File: config.mk
export PLATFORM = sky130hd
export DESIGN_NAME = alu_sequencer_flat
export DESIGN_NICKNAME = d
export VERILOG_FILES = /design/src/rtl/alu_sequencer_pkg.sv /design/src/rtl/alu_sequencer_if.sv /design/src/rtl/alu_sequencer_alu.sv /design/src/rtl/alu_sequencer.sv /design/src/flat_wrapper.sv
export SDC_FILE = /design/constraint.sdc
export NUM_CORES = 1
export LEC_CHECK = 0
export BUFFER_PORTS_ARGS = -buffer_cell sky130_fd_sc_hd__buf_2
export CAP_MARGIN = 40
export CELL_PAD_IN_SITES_DETAIL_PLACEMENT = 0
export CELL_PAD_IN_SITES_GLOBAL_PLACEMENT = 1
export CORE_MARGIN = 4
export CORE_UTILIZATION = 49
export CTS_CLUSTER_SIZE = 24
export DETAILED_ROUTE_END_ITERATION = 8
export PLACE_DENSITY_LB_ADDON = 0.2
export SYNTH_ARGS = -nofsm -noshare
export SYNTH_HDL_FRONTEND = slang
export SYNTH_SLANG_ARGS = --single-unit
File: constraint.sdc
create_clock -name clk -period 8.7 [get_ports clk]
set_clock_uncertainty 0.15 [all_clocks]
set_input_delay 1.305 -clock clk [delete_from_list [all_inputs] [get_ports clk]]
set_output_delay 1.305 -clock clk [all_outputs]
set_load 0.005 [all_outputs]
File: src/rtl/alu_sequencer_pkg.sv
// Shared types and constants for the ALU sequencer and its ALU.
package alu_sequencer_pkg;

   localparam int unsigned DATA_W = 8;
   localparam int unsigned FLAG_W = 4;

   // Flag-write mask bits, ordered {N,Z,C,V}
   localparam logic [FLAG_W-1:0] FLAG_N = 4'b1000;
   localparam logic [FLAG_W-1:0] FLAG_Z = 4'b0100;
   localparam logic [FLAG_W-1:0] FLAG_C = 4'b0010;
   localparam logic [FLAG_W-1:0] FLAG_V = 4'b0001;

   // BCD correction constants
   localparam logic [DATA_W-1:0] BCD_LO   = 8'h06;
   localparam logic [DATA_W-1:0] BCD_HI   = 8'h60;
   localparam logic [DATA_W-1:0] BCD_BOTH = 8'h66;

   typedef enum logic [2:0] {
      SEQ_ADC = 3'd0,
      SEQ_SBC = 3'd1,
      SEQ_CMP = 3'd2,
      SEQ_ASL = 3'd3,
      SEQ_ROL = 3'd4,
      SEQ_INC = 3'd5,
      SEQ_DEC = 3'd6
   } seq_op_t;

   typedef enum logic [1:0] {
      IDLE = 2'd0,
      EXEC = 2'd1,
      CORR = 2'd2,
      DONE = 2'd3
   } seq_state_t;

   typedef enum logic [1:0] {
      ALU_ADD        = 2'd0,
      ALU_SUB        = 2'd1,
      ALU_SHIFT_LEFT = 2'd2
   } alu_op_t;

   typedef struct packed {
      logic n;
      logic z;
      logic c;
      logic v;
   } flags_t;

   // Which status flags an op updates
   function automatic logic [FLAG_W-1:0] op_flag_mask(input seq_op_t op);
      logic [FLAG_W-1:0] m;
      case (op)
         SEQ_ADC, SEQ_SBC:          m = FLAG_N | FLAG_Z | FLAG_C | FLAG_V;
         SEQ_CMP, SEQ_ASL, SEQ_ROL: m = FLAG_N | FLAG_Z | FLAG_C;
         SEQ_INC, SEQ_DEC:          m = FLAG_N | FLAG_Z;
         default:                   m = '0;
      endcase
      return m;
   endfunction

   // Decimal correction amount from the low/high nibble adjust decisions
   function automatic logic [DATA_W-1:0] bcd_k(input logic lo, input logic hi);
      logic [DATA_W-1:0] k;
      case ({hi, lo})
         2'b01:   k = BCD_LO;
         2'b10:   k = BCD_HI;
         2'b11:   k = BCD_BOTH;
         default: k = '0;
      endcase
      return k;
   endfunction

endpackage

File: src/rtl/alu_sequencer_if.sv
// Request/response bus between the core and the ALU sequencer.
interface alu_sequencer_if;
   import alu_sequencer_pkg::*;

   logic                req_valid;
   logic                req_ready;
   seq_op_t             req_op;
   logic [DATA_W-1:0]   req_a;
   logic [DATA_W-1:0]   req_b;
   logic                req_carry;
   logic                req_decimal;
   logic                flush;
   logic                resp_valid;
   logic                resp_ready;
   logic [DATA_W-1:0]   result;
   logic                result_we;
   logic                flag_n;
   logic                flag_z;
   logic                flag_c;
   logic                flag_v;
   logic [FLAG_W-1:0]   flag_we;

   modport master (
      output req_valid, req_op, req_a, req_b, req_carry, req_decimal, flush, resp_ready,
      input  req_ready, resp_valid, result, result_we, flag_n, flag_z, flag_c, flag_v, flag_we
   );

   modport slave (
      input  req_valid, req_op, req_a, req_b, req_carry, req_decimal, flush, resp_ready,
      output req_ready, resp_valid, result, result_we, flag_n, flag_z, flag_c, flag_v, flag_we
   );

endinterface

File: src/rtl/alu_sequencer_alu.sv
// Shared combinational ALU: add with carry, subtract with borrow, shift left.
module alu_sequencer_alu
   import alu_sequencer_pkg::*;
(
   input  alu_op_t            i_op,
   input  logic [DATA_W-1:0]  i_a,
   input  logic [DATA_W-1:0]  i_b,
   input  logic               i_cin,
   output logic [DATA_W-1:0]  o_result_c,
   output logic               o_carry_c
);

   logic [DATA_W:0] w_sum;
   logic [DATA_W:0] w_diff;
   logic [DATA_W:0] w_shl;
   logic            w_shift_nz;

   // Arithmetic and shift candidates; carry out of subtract is no-borrow
   always_comb begin
      w_sum      = {1'b0, i_a} + {1'b0, i_b} + {8'b0, i_cin};
      w_diff     = {1'b0, i_a} - {1'b0, i_b} - {8'b0, ~i_cin};
      w_shl      = {1'b0, i_a} << i_b;
      w_shift_nz = (i_b != '0);
   end

   // Select the requested operation
   always_comb begin
      o_result_c = w_sum[DATA_W-1:0];
      o_carry_c  = w_sum[DATA_W];
      case (i_op)
         ALU_SUB: begin
            o_result_c = w_diff[DATA_W-1:0];
            o_carry_c  = ~w_diff[DATA_W];
         end
         ALU_SHIFT_LEFT: begin
            o_result_c = w_shl[DATA_W-1:0] | {7'b0, w_shift_nz & i_cin};
            o_carry_c  = w_shift_nz & w_shl[DATA_W];
         end
         default: ;
      endcase
   end

endmodule

File: src/rtl/alu_sequencer.sv
// Sequences the shared ALU for arithmetic, compare, shift and inc/dec ops,
// with a second BCD-correction pass for decimal ADC/SBC.
module alu_sequencer
   import alu_sequencer_pkg::*;
#(
   parameter bit DECIMAL_EN = 1'b1,
   parameter bit CMOS_FLAGS = 1'b0
) (
   input  logic          clk,
   input  logic          rst_n,
   alu_sequencer_if.slave bus
);

   seq_state_t          r_state,     w_state_nxt;
   seq_op_t             r_op,        w_op_nxt;
   logic [DATA_W-1:0]   r_a,         w_a_nxt;
   logic [DATA_W-1:0]   r_b,         w_b_nxt;
   logic                r_carry,     w_carry_nxt;
   logic                r_dec,       w_dec_nxt;
   logic [DATA_W-1:0]   r_result,    w_result_nxt;
   flags_t              r_flags,     w_flags_nxt;
   logic                r_result_we, w_result_we_nxt;
   logic [FLAG_W-1:0]   r_flag_we,   w_flag_we_nxt;
   logic                r_resp_valid, w_resp_valid_nxt;
   logic                r_ready,     w_ready_nxt;
   logic [DATA_W-1:0]   r_k,         w_k_nxt;
   logic                r_c_corr,    w_c_corr_nxt;

   alu_op_t             w_alu_op;
   logic [DATA_W-1:0]   w_alu_a;
   logic [DATA_W-1:0]   w_alu_b;
   logic                w_alu_cin;
   logic [DATA_W-1:0]   w_alu_res;
   logic                w_alu_cout;

   logic                w_accept;
   logic                w_v;
   logic [4:0]          w_lo_sum;
   logic [4:0]          w_lo_need;
   logic                w_lo_adj;
   logic                w_hi_adj;
   logic [DATA_W-1:0]   w_k;
   logic                w_c_corr;

   assign w_accept = bus.req_valid & bus.req_ready;

   assign bus.req_ready  = r_ready & ~bus.flush;
   assign bus.resp_valid = r_resp_valid;
   assign bus.result     = r_result;
   assign bus.result_we  = r_result_we;
   assign bus.flag_n     = r_flags.n;
   assign bus.flag_z     = r_flags.z;
   assign bus.flag_c     = r_flags.c;
   assign bus.flag_v     = r_flags.v;
   assign bus.flag_we    = r_flag_we;

   alu_sequencer_alu u_alu (
      .i_op       (w_alu_op),
      .i_a        (w_alu_a),
      .i_b        (w_alu_b),
      .i_cin      (w_alu_cin),
      .o_result_c (w_alu_res),
      .o_carry_c  (w_alu_cout)
   );

   // ALU input mux: op mapping in EXEC, correction pass in CORR
   always_comb begin
      w_alu_op  = ALU_ADD;
      w_alu_a   = r_a;
      w_alu_b   = r_b;
      w_alu_cin = r_carry;
      if (r_state == CORR) begin
         w_alu_a = r_result;
         w_alu_b = r_k;
         if (r_op == SEQ_SBC) begin
            w_alu_op  = ALU_SUB;
            w_alu_cin = 1'b1;
         end else begin
            w_alu_op  = ALU_ADD;
            w_alu_cin = 1'b0;
         end
      end else begin
         case (r_op)
            SEQ_SBC: w_alu_op = ALU_SUB;
            SEQ_CMP: begin
               w_alu_op  = ALU_SUB;
               w_alu_cin = 1'b1;
            end
            SEQ_ASL: begin
               w_alu_op  = ALU_SHIFT_LEFT;
               w_alu_b   = 8'd1;
               w_alu_cin = 1'b0;
            end
            SEQ_ROL: begin
               w_alu_op  = ALU_SHIFT_LEFT;
               w_alu_b   = 8'd1;
            end
            SEQ_INC: begin
               w_alu_b   = 8'd1;
               w_alu_cin = 1'b0;
            end
            SEQ_DEC: begin
               w_alu_op  = ALU_SUB;
               w_alu_b   = 8'd1;
               w_alu_cin = 1'b1;
            end
            default: ;
         endcase
      end
   end

   // Overflow from the binary pass, and BCD correction amount / decimal carry
   always_comb begin
      w_v = 1'b0;
      if (r_op == SEQ_ADC)
         w_v = (r_a[7] ^ w_alu_res[7]) & (w_alu_b[7] ^ w_alu_res[7]);
      else if (r_op == SEQ_SBC)
         w_v = (r_a[7] ^ w_alu_b[7]) & (r_a[7] ^ w_alu_res[7]);

      w_lo_sum  = {1'b0, r_a[3:0]} + {1'b0, r_b[3:0]} + {4'b0, r_carry};
      w_lo_need = {1'b0, r_b[3:0]} + {4'b0, ~r_carry};
      if (r_op == SEQ_SBC) begin
         w_lo_adj = ({1'b0, r_a[3:0]} < w_lo_need);
         w_hi_adj = ~w_alu_cout;
         w_c_corr = w_alu_cout;
      end else begin
         w_lo_adj = (w_lo_sum > 5'd9);
         w_hi_adj = w_alu_cout | (w_alu_res > 8'h99);
         w_c_corr = w_hi_adj;
      end
      w_k = bcd_k(w_lo_adj, w_hi_adj);
   end

   // Next state and next register values
   always_comb begin
      w_state_nxt      = r_state;
      w_op_nxt         = r_op;
      w_a_nxt          = r_a;
      w_b_nxt          = r_b;
      w_carry_nxt      = r_carry;
      w_dec_nxt        = r_dec;
      w_result_nxt     = r_result;
      w_flags_nxt      = r_flags;
      w_result_we_nxt  = r_result_we;
      w_flag_we_nxt    = r_flag_we;
      w_resp_valid_nxt = r_resp_valid;
      w_k_nxt          = r_k;
      w_c_corr_nxt     = r_c_corr;

      case (r_state)
         IDLE: begin
            if (w_accept) begin
               w_op_nxt    = bus.req_op;
               w_a_nxt     = bus.req_a;
               w_b_nxt     = bus.req_b;
               w_carry_nxt = bus.req_carry;
               w_dec_nxt   = DECIMAL_EN & bus.req_decimal &
                             ((bus.req_op == SEQ_ADC) | (bus.req_op == SEQ_SBC));
               w_state_nxt = EXEC;
            end
         end
         EXEC: begin
            w_result_nxt    = w_alu_res;
            w_flags_nxt     = '{n: w_alu_res[7], z: (w_alu_res == '0), c: w_alu_cout, v: w_v};
            w_result_we_nxt = (r_op != SEQ_CMP);
            w_flag_we_nxt   = op_flag_mask(r_op);
            w_k_nxt         = w_k;
            w_c_corr_nxt    = w_c_corr;
            if (r_dec) begin
               w_state_nxt = CORR;
            end else begin
               w_state_nxt      = DONE;
               w_resp_valid_nxt = 1'b1;
            end
         end
         CORR: begin
            w_result_nxt  = w_alu_res;
            w_flags_nxt.c = r_c_corr;
            if (CMOS_FLAGS) begin
               w_flags_nxt.n = w_alu_res[7];
               w_flags_nxt.z = (w_alu_res == '0);
            end
            w_state_nxt      = DONE;
            w_resp_valid_nxt = 1'b1;
         end
         DONE: begin
            if (bus.resp_ready) begin
               w_state_nxt      = IDLE;
               w_resp_valid_nxt = 1'b0;
               w_result_we_nxt  = 1'b0;
               w_flag_we_nxt    = '0;
            end
         end
         default: w_state_nxt = IDLE;
      endcase

      // Flush abandons whatever is in flight without a response
      if (bus.flush) begin
         w_state_nxt      = IDLE;
         w_resp_valid_nxt = 1'b0;
         w_result_we_nxt  = 1'b0;
         w_flag_we_nxt    = '0;
      end

      w_ready_nxt = (w_state_nxt == IDLE);
   end

   // State and datapath registers
   always_ff @(posedge clk or negedge rst_n) begin
      if (!rst_n) begin
         r_state      <= IDLE;
         r_op         <= SEQ_ADC;
         r_a          <= '0;
         r_b          <= '0;
         r_carry      <= 1'b0;
         r_dec        <= 1'b0;
         r_result     <= '0;
         r_flags      <= '0;
         r_result_we  <= 1'b0;
         r_flag_we    <= '0;
         r_resp_valid <= 1'b0;
         r_ready      <= 1'b0;
         r_k          <= '0;
         r_c_corr     <= 1'b0;
      end else begin
         r_state      <= w_state_nxt;
         r_op         <= w_op_nxt;
         r_a          <= w_a_nxt;
         r_b          <= w_b_nxt;
         r_carry      <= w_carry_nxt;
         r_dec        <= w_dec_nxt;
         r_result     <= w_result_nxt;
         r_flags      <= w_flags_nxt;
         r_result_we  <= w_result_we_nxt;
         r_flag_we    <= w_flag_we_nxt;
         r_resp_valid <= w_resp_valid_nxt;
         r_ready      <= w_ready_nxt;
         r_k          <= w_k_nxt;
         r_c_corr     <= w_c_corr_nxt;
      end
   end

endmodule

File: src/flat_wrapper.sv
// flat-port wrapper written by rule: the top's interface ports become plain ports
module alu_sequencer_flat import alu_sequencer_pkg::*;
#(
   parameter bit DECIMAL_EN = 1'b1,
   parameter bit CMOS_FLAGS = 1'b0
)
  (clk, rst_n, bus_req_valid, bus_req_op, bus_req_a, bus_req_b, bus_req_carry, bus_req_decimal, bus_flush, bus_resp_ready, bus_req_ready, bus_resp_valid, bus_result, bus_result_we, bus_flag_n, bus_flag_z, bus_flag_c, bus_flag_v, bus_flag_we);
  alu_sequencer_if bus_i ();
  input  logic clk;
  input  logic rst_n;
  input wire logic [$bits(bus_i.req_valid)-1:0] bus_req_valid;
  input wire logic [$bits(bus_i.req_op)-1:0] bus_req_op;
  input wire logic [$bits(bus_i.req_a)-1:0] bus_req_a;
  input wire logic [$bits(bus_i.req_b)-1:0] bus_req_b;
  input wire logic [$bits(bus_i.req_carry)-1:0] bus_req_carry;
  input wire logic [$bits(bus_i.req_decimal)-1:0] bus_req_decimal;
  input wire logic [$bits(bus_i.flush)-1:0] bus_flush;
  input wire logic [$bits(bus_i.resp_ready)-1:0] bus_resp_ready;
  output wire logic [$bits(bus_i.req_ready)-1:0] bus_req_ready;
  output wire logic [$bits(bus_i.resp_valid)-1:0] bus_resp_valid;
  output wire logic [$bits(bus_i.result)-1:0] bus_result;
  output wire logic [$bits(bus_i.result_we)-1:0] bus_result_we;
  output wire logic [$bits(bus_i.flag_n)-1:0] bus_flag_n;
  output wire logic [$bits(bus_i.flag_z)-1:0] bus_flag_z;
  output wire logic [$bits(bus_i.flag_c)-1:0] bus_flag_c;
  output wire logic [$bits(bus_i.flag_v)-1:0] bus_flag_v;
  output wire logic [$bits(bus_i.flag_we)-1:0] bus_flag_we;
  assign bus_i.req_valid = bus_req_valid;
  assign bus_i.req_op = bus_req_op;
  assign bus_i.req_a = bus_req_a;
  assign bus_i.req_b = bus_req_b;
  assign bus_i.req_carry = bus_req_carry;
  assign bus_i.req_decimal = bus_req_decimal;
  assign bus_i.flush = bus_flush;
  assign bus_i.resp_ready = bus_resp_ready;
  assign bus_req_ready = bus_i.req_ready;
  assign bus_resp_valid = bus_i.resp_valid;
  assign bus_result = bus_i.result;
  assign bus_result_we = bus_i.result_we;
  assign bus_flag_n = bus_i.flag_n;
  assign bus_flag_z = bus_i.flag_z;
  assign bus_flag_c = bus_i.flag_c;
  assign bus_flag_v = bus_i.flag_v;
  assign bus_flag_we = bus_i.flag_we;
  alu_sequencer #(.DECIMAL_EN(DECIMAL_EN), .CMOS_FLAGS(CMOS_FLAGS)) u_core (.clk(clk), .rst_n(rst_n), .bus(bus_i));
endmodule
# Word level (Yosys, flattened, before mapping)
# Cells that the tools add are included.
[word_totals]
reg_bits = 51
input_bits = 26
output_inout_bits = 19
elab_cells = 118
[classes]
add_sub_neg = 7
n_lt_le_gt_ge = 3
eq_ne = 18
n_shift = 1
muxes = 33
n_bitwise = 18
reduce_logical = 21
[op_table]
columns = ["op", "n"]
rows = [
  ["2-to-1 mux 8 bit", 3],
  ["one-hot mux 7 bit (3 select lines)", 1],
  ["one-hot mux 8 bit (2 select lines)", 1],
  ["2-to-1 mux 1 bit", 13],
  ["one-hot mux 4 bit (3 select lines)", 1],
  ["OR reduction 2 bit", 6],
  ["equality test 2 bit, second input constant", 5],
  ["adder 8 x 8 -> 9 bit", 1],
  ["adder 9 x 1 -> 9 bit", 1],
  ["equality test 3 bit, second input constant", 3],
  ["left shift 8 x 8 -> 9 bit", 1],
  ["subtractor 8 x 8 -> 9 bit", 1],
  ["subtractor 9 x 1 -> 9 bit", 1],
  ["> comparator 8 bit, second input constant", 1],
  ["logical NOT 8 bit", 1],
  ["2-to-1 mux 2 bit", 4],
  ["2-to-1 mux 4 bit", 2],
  ["bitwise OR 8 x 1 -> 8 bit", 1],
  ["one-hot mux 1 bit (2 select lines)", 4],
  ["one-hot mux 2 bit (4 select lines)", 1],
  ["one-hot mux 4 bit (2 select lines)", 1],
  ["nonzero test 8 bit", 1],
  ["bitwise AND 1 bit", 7],
  ["equality test 2 x 1 -> 1 bit, second input constant", 3],
  ["other kinds (23)", 37],
]

# Depth between registers and ports, before layout
[depth]
ltp_word = 13
ltp_mapped = 22
depth_no_buf = 18

# Cells and area by module
# Synthesis repeated with hierarchy kept, for this count alone.
[hier_totals]
cells_unflattened = 406
hier_area_um2 = 3853.7
[by_module_without_submodules]
columns = ["module", "n_inst", "cells_each", "area_each_um2", "seq_area_each_um2"]
rows = [
  ["alu_sequencer", 1, 228, 2526.2, 1101.1],
  ["alu_sequencer_alu", 1, 178, 1327.5, 0.0],
]

# Worst setup path after synthesis
# No wires, ideal clock.
[synth_path]
kind = "flip-flop to flip-flop"
from = "register u_core.r_state[0]"
to = "register u_core.r_flags, in the netlist u_core.bus.flag_v"
setup_ns = 0.120
t_arrival_ns = 3.878
required_time_ns = 8.430
slack_ns = 4.552
stages_incl_launch_ff = 22
n_path_buf = 4
period_less_slack_ns = 4.148
cell_sequence = "dfrtp_1 inv_1 ha_1 buf_6 buf_2 clkbuf_8 clkbuf_1 a21oi_1 nor2_1 a221oi_1 o21ai_0 ha_1 a21o_2 ha_1 nor2b_1 o21ai_0 o311a_1 o21a_1 o31a_2 a22oi_2 o2bb2ai_1 a31o_1"
[synth_between]
elab_chain_cells = 9
word_cells_on_any_way = 23
classes_between = "add/sub (4); eq/ne (4); shift (1); mux (7); bitwise (7)"
[synth_lines]
columns = ["element", "line", "rtl"]
rows = [
  ["start, declared", "alu_sequencer.sv:14", "seq_state_t r_state, w_state_nxt;"],
  ["start signal, assigned", "alu_sequencer.sv:226", "r_state <= w_state_nxt;"],
  ["equality test 2 bit", "alu_sequencer.sv:72", "if (r_state == CORR) begin"],
  ["2-to-1 mux 8 bit or 2-to-1 mux 1 bit (tied branches)", "alu_sequencer.sv:72", ""],
  ["adder 8 x 8 -> 9 bit, or another cell as far along", "alu_sequencer_alu.sv:20", "w_sum = {1'b0, i_a} + {1'b0, i_b} + {8'b0, i_cin};"],
  ["adder 9 x 1 -> 9 bit, or another cell as far along", "alu_sequencer_alu.sv:20", ""],
  ["one-hot mux 8 bit (2 select lines)", "alu_sequencer_alu.sv:30", "case (i_op)"],
  ["XOR 1 bit", "alu_sequencer.sv:116, alu_sequencer.sv:118", ""],
  ["bitwise AND 1 bit", "alu_sequencer.sv:118", "w_v = (r_a[7] ^ w_alu_b[7]) & (r_a[7] ^ w_alu_res[7]);"],
  ["2-to-1 mux 1 bit", "alu_sequencer.sv:117", "else if (r_op == SEQ_SBC)"],
  ["2-to-1 mux 1 bit", "alu_sequencer.sv:115", "if (r_op == SEQ_ADC)"],
  ["end signal, assigned", "alu_sequencer.sv:233", "r_flags <= w_flags_nxt;"],
  ["end, declared", "alu_sequencer.sv:21", "flags_t r_flags, w_flags_nxt;"],
]
# Parallel ways exist; a longest one is shown, timed or not.
# A chain may end at the register's enable or synchronous reset.

# Worst setup path after layout
[layout_path]
from = "register u_core.r_state[0]"
to = "register u_core.r_k[5]"
[layout_between]
elab_chain_cells = 11
word_cells_on_any_way = 29
classes_between = "add/sub (4); order compare (1); eq/ne (7); shift (1); mux (8); bitwise (7); reduce/logical (1)"
[layout_lines]
columns = ["element", "line", "rtl"]
rows = [
  ["branches (longest 11 deep; another with adder 8 x 8 -> 9 bit)", "--", ""],
  ["end signal, assigned", "alu_sequencer.sv:238", "r_k <= w_k_nxt;"],
  ["end, declared", "alu_sequencer.sv:26", "logic [DATA_W-1:0] r_k, w_k_nxt;"],
]
# Parallel ways; which one is timed is not known.

==> impl_metrics.json <==
{
  "status": "completed",
  "r2r_start": "u_core.r_state[0]$_DFF_PN0_",
  "crit_path_start_kind": "register",
  "vias_per_cell": 6.065,
  "synthAdderAreaFrac_pct": 13.29,
  "arrival_ns": 4.95,
  "cts.sinks": 44,
  "ys_types": 79,
  "antenna_found_initial": 0,
  "clkLatencyLatePin_ns": 0.30,
  "final_hold_viol_count": 0,
  "reg2reg_depth": 15,
  "maxSlewHeadroom_pct": 34.14,
  "synthArstFlopShare_pct": 100.0,
  "grt_max_degree": 37,
  "gp_congestion": 1.012,
  "cts_buffer_depth": 2,
  "die_x_um": 98.27,
  "drtIter0Drc": 163,
  "period_minus_slack_ns": 4.969,
  "endpoint": "u_core.r_k[5]$_DFFE_PN0P_",
  "ys.flop_type": "dfrtp_1",
  "rows": 32,
  "crit_start": "u_core.r_state[0]$_DFF_PN0_",
  "synth_area_mm2": 0.003993,
  "cts_tree": "done",
  "initial_core_util_pct": 51.14,
  "tightest_slew_ns": 0.9752,
  "required_ns": 8.69,
  "rsz0062_at_grt": "false",
  "setup_tns_ns": 0,
  "synth_largest_area_cell": "dfrtp_1",
  "drt_pass1_iterations": 5,
  "synth_warnings": 0,
  "grt_pass1_wl_um": 17300,
  "yosys.area_share.simple_pct": 15.83,
  "synth_top_family_by_area": "compound AO/OA/AOI/OAI gates",
  "ys_top_cells_by_area": "dfrtp_1, ha_1, mux2_2",
  "min_path_cells": 1,
  "overflow": 0,
  "drt-wirelength-per-cell_um": 18.19,
  "synthMuxAreaShare_pct": 10.06,
  "finalSetupViolCount": 0,
  "num-nets-final": 536,
  "post-route-period-util_pct": 57.12,
  "fp.dieArea_mm2": 0.009656,
  "r2r_setup_slack_ns": 3.73,
  "grt_pass1_vias": 3439,
  "synth_seq_area_share_pct": 27.58,
  "slew_viol_final": 0,
  "setup.worst_path.end_class": "register",
  "die_h_um": 98.27,
  "drive_gt1_share_pct": 22.29,
  "drc": 0,
  "core_mm2": 0.007807,
  "port-buffer-count": 44,
  "post_cts_buffers": 0,
  "path_class": "reg -> reg",
  "areaGrowthSynthToFinish_pct": 8.367,
  "wirelength_um": 10420,
  "via_count": 3475,
  "ys_ff_latch": 44,
  "ios": 45,
  "synth-xor-area-share_pct": 2.194,
  "syn-instance-count": 439,
  "grtUsageTotal_pct": 22.05,
  "max_freq_mhz": 201.2,
  "syn_avg_cell_area_um2": 9.095,
  "clock_tree.root_cell": "clkbuf_8",
  "clk_pin_slew_ns": 0.09,
  "regToRegEndpoint": "u_core.r_k[5]$_DFFE_PN0P_",
  "post_cts_resized": 0,
  "cts_buffers": 5,
  "drv_cap": 0,
  "htreeDepth": 2,
  "hold_buffers": 0,
  "hold_path_class": "reg -> reg",
  "synth_fp_nets": 505,
  "postRouteAntennaNets": 0,
  "synth_edf_count": 0,
  "synth_compound_area_share_pct": 23.28,
  "diodes": 0,
  "synth_top_area_share_pct": 27.58,
  "hpwl_um": 8264,
  "worstPathMaxFanout": 35
}
==> registers in the layout (all words and copies together) (netlist names), 2 cells and up <==
name / flops
u_core.bus.result: 8
u_core.r_a: 8
u_core.r_b: 8
u_core.bus.flag_we: 3
u_core.r_op: 3
u_core.r_k: 2
u_core.r_state: 2
==> cells by family (layout without fill, tap and decap cells) <==
group | after synthesis | after routing
and+or+nand+nor | 124 | 124
adders and majority gates | 40 | 40
xor gates and xnor gates | 10 | 10
DFF | 44 | 44
buffers and inverters | 58 | 90
AOI/OAI and AO/OA | 127 | 127
muxes | 36 | 36
==> critical path: stages, from the launching register on <==
cell and delay [ns]:
dfrtp_1 0.42, inv_1 0.11, ha_1 0.15, buf_4 0.35
inv_1 0.21, a41oi_1 0.75, bufinv_8 0.35, ha_1 0.29
nand4bb_1 0.13, nor3_1 0.33, nor4_1 0.14, or3_1 0.37
a311oi_1 0.38, nand4_1 0.28, o21ai_0 0.25, a41oi_1 0.13
==> layer usage <==
layer	global-route usage (%)	part of all wire (%)	wire length [um]
met5	0	0	0
met4	8.718	3.5	368
met3	2.786	4.8	504
met2	35.97	46	4831
met1	29.75	45	4719
==> synth_stat cells (all sizes together), types with 6 or more instances <==
cell / count
nand3: 9
o21ai: 18
nor3: 12
nand2: 28
a31oi: 8
ha: 36
and2: 6
nor2: 32
mux2i: 6
a21oi: 25
buf: 12
o41ai: 7
a21o: 7
mux2: 30
inv: 34
dfrtp: 44
clkbuf: 10
==> how the worst min path moves through the flow <==
stage	endpoint	from	slack, ns
floorplan	u_core.r_dec$_DFFE_PN0P_	u_core.r_dec$_DFFE_PN0P_	0.31
detailed placement	u_core.bus.flag_n$_DFFE_PN0P_	u_core.bus.flag_n$_DFFE_PN0P_	0.34
global route	u_core.r_a[6]$_DFFE_PN0P_	u_core.r_a[6]$_DFFE_PN0P_	0.38
global placement	u_core.bus.result_we$_DFFE_PN0P_	u_core.bus.result_we$_DFFE_PN0P_	0.34
finish	u_core.bus.flag_n$_DFFE_PN0P_	u_core.bus.flag_n$_DFFE_PN0P_	0.36
CTS	u_core.r_a[6]$_DFFE_PN0P_	u_core.r_a[6]$_DFFE_PN0P_	0.37
==> cell type report <==
| type | count | area [um2] |
|---|---|---|
| fillers | 741 | 3481 |
| flip-flops and latches | 44 | 1101 |
| inverters | 35 | 145.1 |
| clock buffers | 6 | 82.58 |
| repair buffers | 47 | 275.3 |
| multi-input cells | 337 | 2581 |
| well taps | 102 | 127.6 |
| clock inverters | 2 | 13.76 |
==> cells in the final DEF (no fill, tap or decap), drive strengths merged, types with 8 or more instances in the layout <==
cell type	n
ha	36
a21oi	25
nand2	28
o21ai	18
nand3	9
nor2	32
dfrtp	44
buf	47
mux2	30
a31oi	8
nor3	12
inv	35
==> through the flow <==
stage	instance area, um2	std cells	utilization, %	hold WS (ns)	worst slack, ns
after floorplan	3993	439	-	0.3132	4.552
final	4327	573	55.42	0.3591	3.731
after global placement	4183	563	53.57	0.3382	3.851
after global routing	4327	573	55.42	0.3846	3.385
after detailed placement	4230	565	54.18	0.3440	3.814
after CTS	4327	573	55.42	0.3664	3.790
Power is left out: the tool's default activity adds up to more than one toggle a clock period on the data nets, which glitch-free logic cannot reach.
